### src/rtl/powlib_ipreqgen.sv
// IP-bus request generator: packs commands into write/read requests and collects
// in-order read returns. Define POWLIB_IPREQGEN_TAGCHK_EN to include the return-tag check.

`ifndef POWLIB_BW
`define POWLIB_BW 8
`endif
`ifndef POWLIB_OPW
`define POWLIB_OPW 4
`endif
`ifndef POWLIB_OP_WRITE
`define POWLIB_OP_WRITE 4'h0
`endif
`ifndef POWLIB_OP_READ
`define POWLIB_OP_READ 4'h1
`endif

module powlib_ipreqgen #(
  parameter int unsigned B_BPD    = 4,
  parameter int unsigned B_AW     = `POWLIB_BW * B_BPD,
  parameter int unsigned RET_BASE = 0,
  parameter int unsigned MAX_OUT  = 4,
  localparam int unsigned B_DW    = `POWLIB_BW * B_BPD,
  localparam int unsigned B_BEW   = B_BPD,
  localparam int unsigned B_OPW   = `POWLIB_OPW,
  localparam int unsigned B_WW    = B_OPW + B_BEW + B_DW,
  localparam int unsigned TAGW    = $clog2(MAX_OUT),
  localparam int unsigned CW      = $clog2(MAX_OUT + 1)
) (
  input  logic              clk,
  input  logic              rst,
  input  logic [B_AW-1:0]   cmdaddr,
  input  logic [B_DW-1:0]   cmddata,
  input  logic [B_BEW-1:0]  cmdbe,
  input  logic              cmdwr,
  input  logic              cmdvld,
  output logic              cmdrdy,
  output logic [B_AW-1:0]   wraddr,
  output logic [B_WW-1:0]   wrdata,
  output logic              wrvld,
  input  logic              wrnf,
  input  logic [B_AW-1:0]   rspaddr,
  input  logic [B_WW-1:0]   rspdata,
  input  logic              rspvld,
  output logic              rsprdy,
  output logic [B_DW-1:0]   rdata,
  output logic [TAGW-1:0]   rtag,
  output logic              rvld,
  input  logic              rrdy,
  output logic              rerr,
  output logic [CW-1:0]     outstanding
);

  logic [TAGW-1:0]  itag_q;
  logic [TAGW-1:0]  etag_q;
  logic             cmd_acc;
  logic             rd_acc;
  logic             rsp_acc;
  logic             out_empty;
  logic             cnt_dec;
  logic [B_AW-1:0]  ret_addr;
  logic [B_AW-1:0]  rsp_off;
  logic [TAGW-1:0]  rsp_tag;
  logic [B_OPW-1:0] rsp_op;
  logic             tag_err;
  logic             rsp_err;

  // Reads are throttled by the outstanding budget; writes only by slave back-pressure.
  assign cmdrdy  = !rst && !wrnf && (cmdwr || (outstanding < CW'(MAX_OUT)));
  assign cmd_acc = cmdvld && cmdrdy;
  assign rd_acc  = cmd_acc && !cmdwr;

  assign rsprdy  = !rvld || rrdy;
  assign rsp_acc = rspvld && rsprdy;

  assign out_empty = (outstanding == '0);
  // An unsolicited response must not drive the counter negative.
  assign cnt_dec   = rsp_acc && !out_empty;

  assign ret_addr = B_AW'(RET_BASE) + B_AW'(itag_q);
  assign rsp_off  = rspaddr - B_AW'(RET_BASE);
  assign rsp_tag  = rsp_off[TAGW-1:0];
  assign rsp_op   = rspdata[B_WW-1 -: B_OPW];

`ifdef POWLIB_IPREQGEN_TAGCHK_EN
  assign tag_err = (rsp_tag != etag_q);
`else
  assign tag_err = 1'b0;
`endif

  // Read returns arrive as write packets aimed at our return address.
  assign rsp_err = out_empty || (rsp_op != B_OPW'(`POWLIB_OP_WRITE)) || tag_err;

  logic unused_rsp;
  assign unused_rsp = ^{rspdata[B_DW +: B_BEW], rsp_off[B_AW-1:TAGW]};

  // Request side
  always_ff @(posedge clk or posedge rst) begin
    if (rst) begin
      wrvld  <= 1'b0;
      wraddr <= '0;
      wrdata <= '0;
      itag_q <= '0;
    end else begin
      wrvld <= cmd_acc;
      if (cmd_acc) begin
        wraddr <= cmdaddr;
        if (cmdwr) begin
          wrdata <= {B_OPW'(`POWLIB_OP_WRITE), cmdbe, cmddata};
        end else begin
          wrdata <= {B_OPW'(`POWLIB_OP_READ), {B_BEW{1'b1}}, B_DW'(ret_addr)};
          itag_q <= itag_q + TAGW'(1);
        end
      end
    end
  end

  // Response side
  always_ff @(posedge clk or posedge rst) begin
    if (rst) begin
      rvld   <= 1'b0;
      rdata  <= '0;
      rtag   <= '0;
      rerr   <= 1'b0;
      etag_q <= '0;
    end else begin
      if (rsp_acc) begin
        rvld   <= 1'b1;
        rdata  <= rspdata[B_DW-1:0];
        rtag   <= rsp_tag;
        etag_q <= etag_q + TAGW'(1);
        if (rsp_err) begin
          rerr <= 1'b1;
        end
      end else if (rrdy) begin
        rvld <= 1'b0;
      end
    end
  end

  // Outstanding read counter
  always_ff @(posedge clk or posedge rst) begin
    if (rst) begin
      outstanding <= '0;
    end else begin
      if (rd_acc && !cnt_dec) begin
        outstanding <= outstanding + CW'(1);
      end else if (!rd_acc && cnt_dec) begin
        outstanding <= outstanding - CW'(1);
      end
    end
  end

endmodule

### config.mk
export PLATFORM = sky130hd
export DESIGN_NAME = powlib_ipreqgen
export DESIGN_NICKNAME = d
export VERILOG_FILES = /design/src/rtl/powlib_ipreqgen.sv
export SDC_FILE = /design/constraint.sdc
export NUM_CORES = 1
export LEC_CHECK = 0
export ABC_CLOCK_PERIOD_IN_PS = 3400
export CORE_MARGIN = 2
export CORE_UTILIZATION = 35
export CTS_BUF_LIST = sky130_fd_sc_hd__clkbuf_16
export DETAILED_ROUTE_END_ITERATION = 6
export GPL_TIMING_DRIVEN = 0
export HOLD_SLACK_MARGIN = 0.05
export PLACE_DENSITY = 0.84
export SYNTH_ARGS = -nofsm -noshare
export SYNTH_HDL_FRONTEND = slang
export SYNTH_SLANG_ARGS = --single-unit
### constraint.sdc
create_clock -name clk -period 3.4 [get_ports clk]
set_input_delay 0.34 -clock clk [delete_from_list [all_inputs] [get_ports clk]]
set_output_delay 0.34 -clock clk [all_outputs]
set_load 0.1 [all_outputs]
==> qor.txt, run 1 <==
cts hold-fix bufs -> 0
Power Density -> 916 nW/um^2
Final Instance Area -> 7350 um^2
max-cap viol count -> 0
Yosys top cell by area -> dfrtp_1
synthesized flop and latch total -> 111
DRT antenna net count -> 0
Final Hold Violating Endpoints -> 0
CTS sink cnt -> 111
worst-path fanout max -> 3
largest net degree at the start of global routing -> 67
Async SR Flop Fraction -> 100%
H-tree levels -> 3
Area Growth Syn to Fin -> 59.7%
gp weighted congestion -> 0.762
Setup crit start kind -> input port
min Tclk post-route -> 2650 ps
top cell type's share of synthesized area -> 60.4%
Die Y -> 119 um
CP Class -> in -> out
DRC -> 0
EDFF count, synth -> 0
Resize count post-CTS -> 0
# IOs -> 261
Synth Warn # -> 0
GRT Util Overall -> 18.1%
grt total ovfl -> 0
Die ar. -> 14100 um^2
Hold Crit Class -> reg -> reg
Unique masters post-synth -> 29
relative slew slack -> 31.6%
Worst-path clk slew -> 70 ps
crit path capture type -> primary output
count of pins over their slew limit -> 0
DP Wirelength -> 9440 um
Worst Path Required -> 3060 ps
Clock Skews -> 8.18 ps
Post-DP Area -> 7090 um^2
Post-synth top flop -> dfrtp_1
IO Port Bufs -> 223
Longest Clk Path Bufs -> 2
Site Rows -> 41
initial antenna violation count -> 0
DR WL/cell -> 16.5 um
worst vdd ir -> 709 uV
share of the cycle needed by the critical path after routing -> 77.9%
fin nets -> 718
initial cell density of the core -> 36.2%
Horiz. Die Dim -> 119 um
endpoints failing setup -> 0
vias in the first global route -> 3777
DR iter-0 viols -> 142
Clk Latency, worst-skew pair -> 340 ps
CTS root buffer -> clkbuf_16
final hold slack -> 480 ps
drt pass-1 iters -> 4
diode count -> 0
Cell Area, Synth -> 4600 um^2
Critical Path AT -> 2310 ps
TritonCTS Buffers -> 9
CTS tree -> done
status -> finished clean
layout cells sized above 1 -> 18.5%
measured slew at the worst slew-check pin -> 1020 ps
fmax -> 0.378 GHz
Setup Buffers After CTS -> 0
Core ar. -> 12700 um^2
Synth Instances -> 332
Vias -> 3517
final setup TNS -> 0 ps
RSZ-0062 raised after global routing -> no
Seq/Total Area, Yosys -> 60.4%
Avg Inst Size Synth -> 13.9 um^2
drt via density -> 4.71
Routed WL -> 12300 um
dominant cells by area after synthesis -> dfrtp_1 60%, mux2_4 12%, mux2_2 9.1%, nand4_1 4.1%, o21ai_0 3.3%
P_leak -> 0.00312 uW
first-pass GRT wire length -> 20100 um
[per-stage QoR]
| stage | utilization, % | total power, uW | cells | worst slack, ps |
|---|---|---|---|---|
| 3_3_place_gp | 55.5 | 5770 | 729 | -1480 |
| 2_1_floorplan | - | 4830 | 334 | 129 |
| 5_1_grt | 57.7 | 6980 | 746 | 669 |
| 6_report | 57.7 | 6730 | 746 | 751 |
| 4_1_cts | 57.7 | 6790 | 746 | 736 |
| 3_5_place_dp | 55.7 | 5820 | 730 | 739 |
[critical path: stages]
cell,delay (ps)
clkdlybuf4s50_1,490
and2b_1,210
nor3_2,100
clkdlybuf4s50_1,1160
[power by group]
group	internal (uW)	switching [uW]	total [uW]	leakage [uW]
logic	1010	2910	3920	0.00165
clock network	485	454	939	0.000134
registers	1660	212	1870	0.00133
[placed cells by master (no fill, tap or decap), types with 6 or more instances in the layout]
| cell type | netlist | routed |
|---|---|---|
| clkbuf_16 | 0 | 9 |
| clkdlybuf4s50_1 | 0 | 223 |
| mux2_2 | 37 | 37 |
| buf_2 | 7 | 7 |
| mux2_4 | 38 | 38 |
| clkbuf_1 | 9 | 9 |
| dfrtp_1 | 111 | 111 |
| inv_1 | 33 | 34 |
| o21ai_0 | 30 | 30 |
| nand2b_1 | 6 | 6 |
| nand4_1 | 30 | 30 |
[synth_stat cells, types with 2 or more instances]
library cell / instances
dfrtp_1: 111
mux2_4: 38
mux2_2: 37
inv_1: 33
nand4_1: 30
o21ai_0: 30
clkbuf_1: 9
buf_2: 7
nand2b_1: 6
xor2_1: 4
buf_4: 3
buf_8: 3
buf_6: 2
nand2_1: 2
nor2_1: 2
nor4_1: 2
[final cells by class]
class	count	area, um^2
Buffer	24	159
Clock buffer	9	225
Clock inverter	7	32.5
Fill cell	1070	5380
Inverter	33	126
Multi-Input combinational cell	166	1550
Sequential cell	111	2780
Tap cell	172	215
Timing Repair Buffer	224	2260
[registers in the layout (all words and copies together), names as in the netlist]
name / cells
itag_q: 2
rvld: 1
outstanding: 3
wraddr: 32
rtag: 2
rdata: 32
wrdata: 37
wrvld: 1
rerr: 1
[layer usage]
layer  global-route usage [%]  routed length [um]  up-vias
met5                        0                   0        -
met4                     6.47                 179        0
met3                     4.58                 820       14
met2                     31.5                6460      155
met1                     21.5                4850     1740
li1                         -                   -     1608
[worst paths after layout]
kind,start,to,slack (ps),cells after the start
max,cmdwr,cmdrdy,750,4
min reg2reg,itag_q[1],itag_q[1],480,1
min,itag_q[1],itag_q[1],480,1
max in group asynchronous,rst,rdata[16],2070,3
max reg2reg,outstanding[0],outstanding[2],1370,8
min in group asynchronous,rst,wrdata[20],630,2
[cell families (layout without fill, tap and decap cells)]
logic type / count (synthesis) / after routing / synth area share [%]
mux: 75 / 75 / 21.5
simple gates: 49 / 49 / 6.64
fa+ha+maj: 2 / 2 / 0.707
compound gates: 32 / 32 / 3.62
xor+xnor: 5 / 5 / 0.952
flops: 111 / 111 / 60.4
other cells: 1 / 3 / 0.0815
buf+inv: 57 / 297 / 6.15
Power figures use the tool's default switching activity.
==> run 2: changes to the inputs <==
==> config.mk (replaced) <==
export PLATFORM = sky130hd
export DESIGN_NAME = powlib_ipreqgen
export DESIGN_NICKNAME = d
export VERILOG_FILES = /design/src/rtl/powlib_ipreqgen.sv
export SDC_FILE = /design/constraint.sdc
export NUM_CORES = 1
export LEC_CHECK = 0
export ABC_CLOCK_PERIOD_IN_PS = 2700
export CORE_MARGIN = 2
export CORE_UTILIZATION = 38
export CTS_BUF_LIST = sky130_fd_sc_hd__clkbuf_16
export DETAILED_ROUTE_END_ITERATION = 6
export GPL_TIMING_DRIVEN = 0
export HOLD_SLACK_MARGIN = 0.05
export PLACE_DENSITY = 0.87
export SYNTH_ARGS = -nofsm -noshare
export SYNTH_HDL_FRONTEND = slang
export SYNTH_SLANG_ARGS = --single-unit
==> constraint.sdc (replaced) <==
create_clock -name clk -period 2.7 [get_ports clk]
set_input_delay 0.27 -clock clk [delete_from_list [all_inputs] [get_ports clk]]
set_output_delay 0.27 -clock clk [all_outputs]
set_load 0.1 [all_outputs]
==> run 2 against run 1 <==
Count of clock-buffer cells in the layout unchanged. Worst setup slack got worse by 620 ps. Core utilization increased by 3.7 points. Largest cell class unchanged. Design area decreased by 0.31%. Sequential power increased by 26%. Sequential share of layout area increased by 0.13 points. Total power increased by 26%. Clock skew decreased by 1.2 ps. Non-clock buffer count increased by 1. First-iteration DRC count decreased by 2.1%. Wire length decreased by 3.6%. Hold slack got worse by 7.5 ps. Critical path type is now reg -> out.
==> qor.txt, run 2 (synthesized netlist as in run 1, its figures left out) <==
status -> finished clean
Post-Place Cells -> 706
fin cells -> 721
GRT Util Overall -> 18.1%
Final Hold Violating Endpoints -> 0
DR iter-0 viols -> 139
Routed WL -> 11900 um
Pwr Total -> 8450 uW
DP Wirelength -> 8990 um
# IOs -> 261
R2R setup slack -> 590 ps
Worst R2R Path Depth -> 8
Finished Core Util -> 61.5%
Area Growth Syn to Fin -> 59.2%
H-tree levels -> 3
fmax -> 0.389 GHz
CTS tree -> done
crit path from -> outstanding[2]
hold path cells -> 1
Worst-path clk slew -> 60 ps
measured slew at the worst slew-check pin -> 1020 ps
crit path capture type -> primary output
Setup Buffers After CTS -> 0
most common cell after layout, fill and taps aside -> clkdlybuf4s50_1
Top Registers -> wrdata (37), rdata (32), wraddr (32)
Horiz. Die Dim -> 114 um
endpoints failing setup -> 0
worst setup path endpoint -> cmdrdy
initial antenna violation count -> 0
gp weighted congestion -> 0.747
cts hold-fix bufs -> 0
diode count -> 0
DR WL/cell -> 16.4 um
Clock Skews -> 7.02 ps
max reg flops -> 37
Core ar. -> 11900 um^2
share of the cycle needed by the critical path after routing -> 95.2%
DRC -> 0
largest net degree at the start of global routing -> 43
CP Class -> reg -> out
drt via density -> 4.84
fill cell total of the finished layout -> 928
count of pins over their slew limit -> 0
Clk Latency, worst-skew pair -> 340 ps
DRT antenna net count -> 0
reg2reg end -> outstanding[2]
Die ar. -> 13000 um^2
Vias -> 3493
initial cell density of the core -> 38.6%
commonest non-fill, non-tap cells in the layout -> 223 x clkdlybuf4s50_1, 110 x dfrtp_1, 38 x mux2_4
fin nets -> 719
Hold Crit Class -> reg -> reg
layout cells sized above 1 -> 18.8%
first-pass GRT wire length -> 18200 um
worst vdd ir -> 654 uV
pre-CTS setup slack -> 54.9 ps
CTS sink cnt -> 111
RSZ-0062 raised after global routing -> no
Critical Path AT -> 2300 ps
relative slew slack -> 31.6%
TritonCTS Buffers -> 9
grt total ovfl -> 0
worst-path fanout max -> 5
Setup crit start kind -> register
Resize count post-CTS -> 0
final worst slack -> 130 ps
max-cap viol count -> 0
Longest Clk Path Bufs -> 2
Power Density -> 1150 nW/um^2
Worst Path Required -> 2430 ps
vias in the first global route -> 3601
P_leak -> 0.00312 uW
drt pass-1 iters -> 4
worst reg2reg startpoint -> outstanding[0]
Site Rows -> 40
IO Port Bufs -> 223
min Tclk post-route -> 2570 ps
final hold slack -> 473 ps
Die Y -> 114 um
CTS root buffer -> clkbuf_16
register with the most flip-flops -> wrdata
-- run 2: critical path, cell delays in order, from the launching register on --
cell	delay (ps)
dfrtp_1	450
and2b_1	220
nor3_2	120
clkdlybuf4s50_1	1170
-- run 2: final cells by class --
cell class              instances  area [um^2]  area share [%]
clock buffers                   9          225            3.07
flip-flops and latches        111         2780            37.9
well taps                     147          184            2.51
multi-input cells             166         1550            21.2
inverters                      33          128            1.74
plain buffers                  24          159            2.17
clock inverters                 6         23.8           0.325
repair buffers                225         2270            31.0
-- run 2: routing by layer --
layer / routed length (um) / vias to the layer above / global-route usage [%] / part of all wire (%)
li1: - / 1609 / - / -
met1: 4730 / 1716 / 21.8 / 40
met2: 6070 / 145 / 30.7 / 51
met3: 784 / 23 / 4.89 / 6.6
met4: 278 / 0 / 7.56 / 2.3
met5: 0 / - / 0 / 0
-- run 2: worst min path at each step --
stage               startpoint  endpoint  slack [ps]
floorplan               rspvld      rvld         380
global placement          rerr      rerr         450
detailed placement        rerr      rerr         460
CTS                       rerr      rerr         480
global route              rerr      rerr         500
finish                    rerr      rerr         470
-- run 2: per-stage QoR --
stage	TNS, ps	cell area (um^2)
5_1_grt	0	7320
3_3_place_gp	-151	7040
6_report	0	7320
4_1_cts	0	7320
2_1_floorplan	0	4620
3_5_place_dp	0	7080
-- run 2: where the power goes --
group	switching, uW	total (uW)	internal (uW)
combinational	3660	4940	1280
sequential	264	2360	2090
clock	553	1160	603
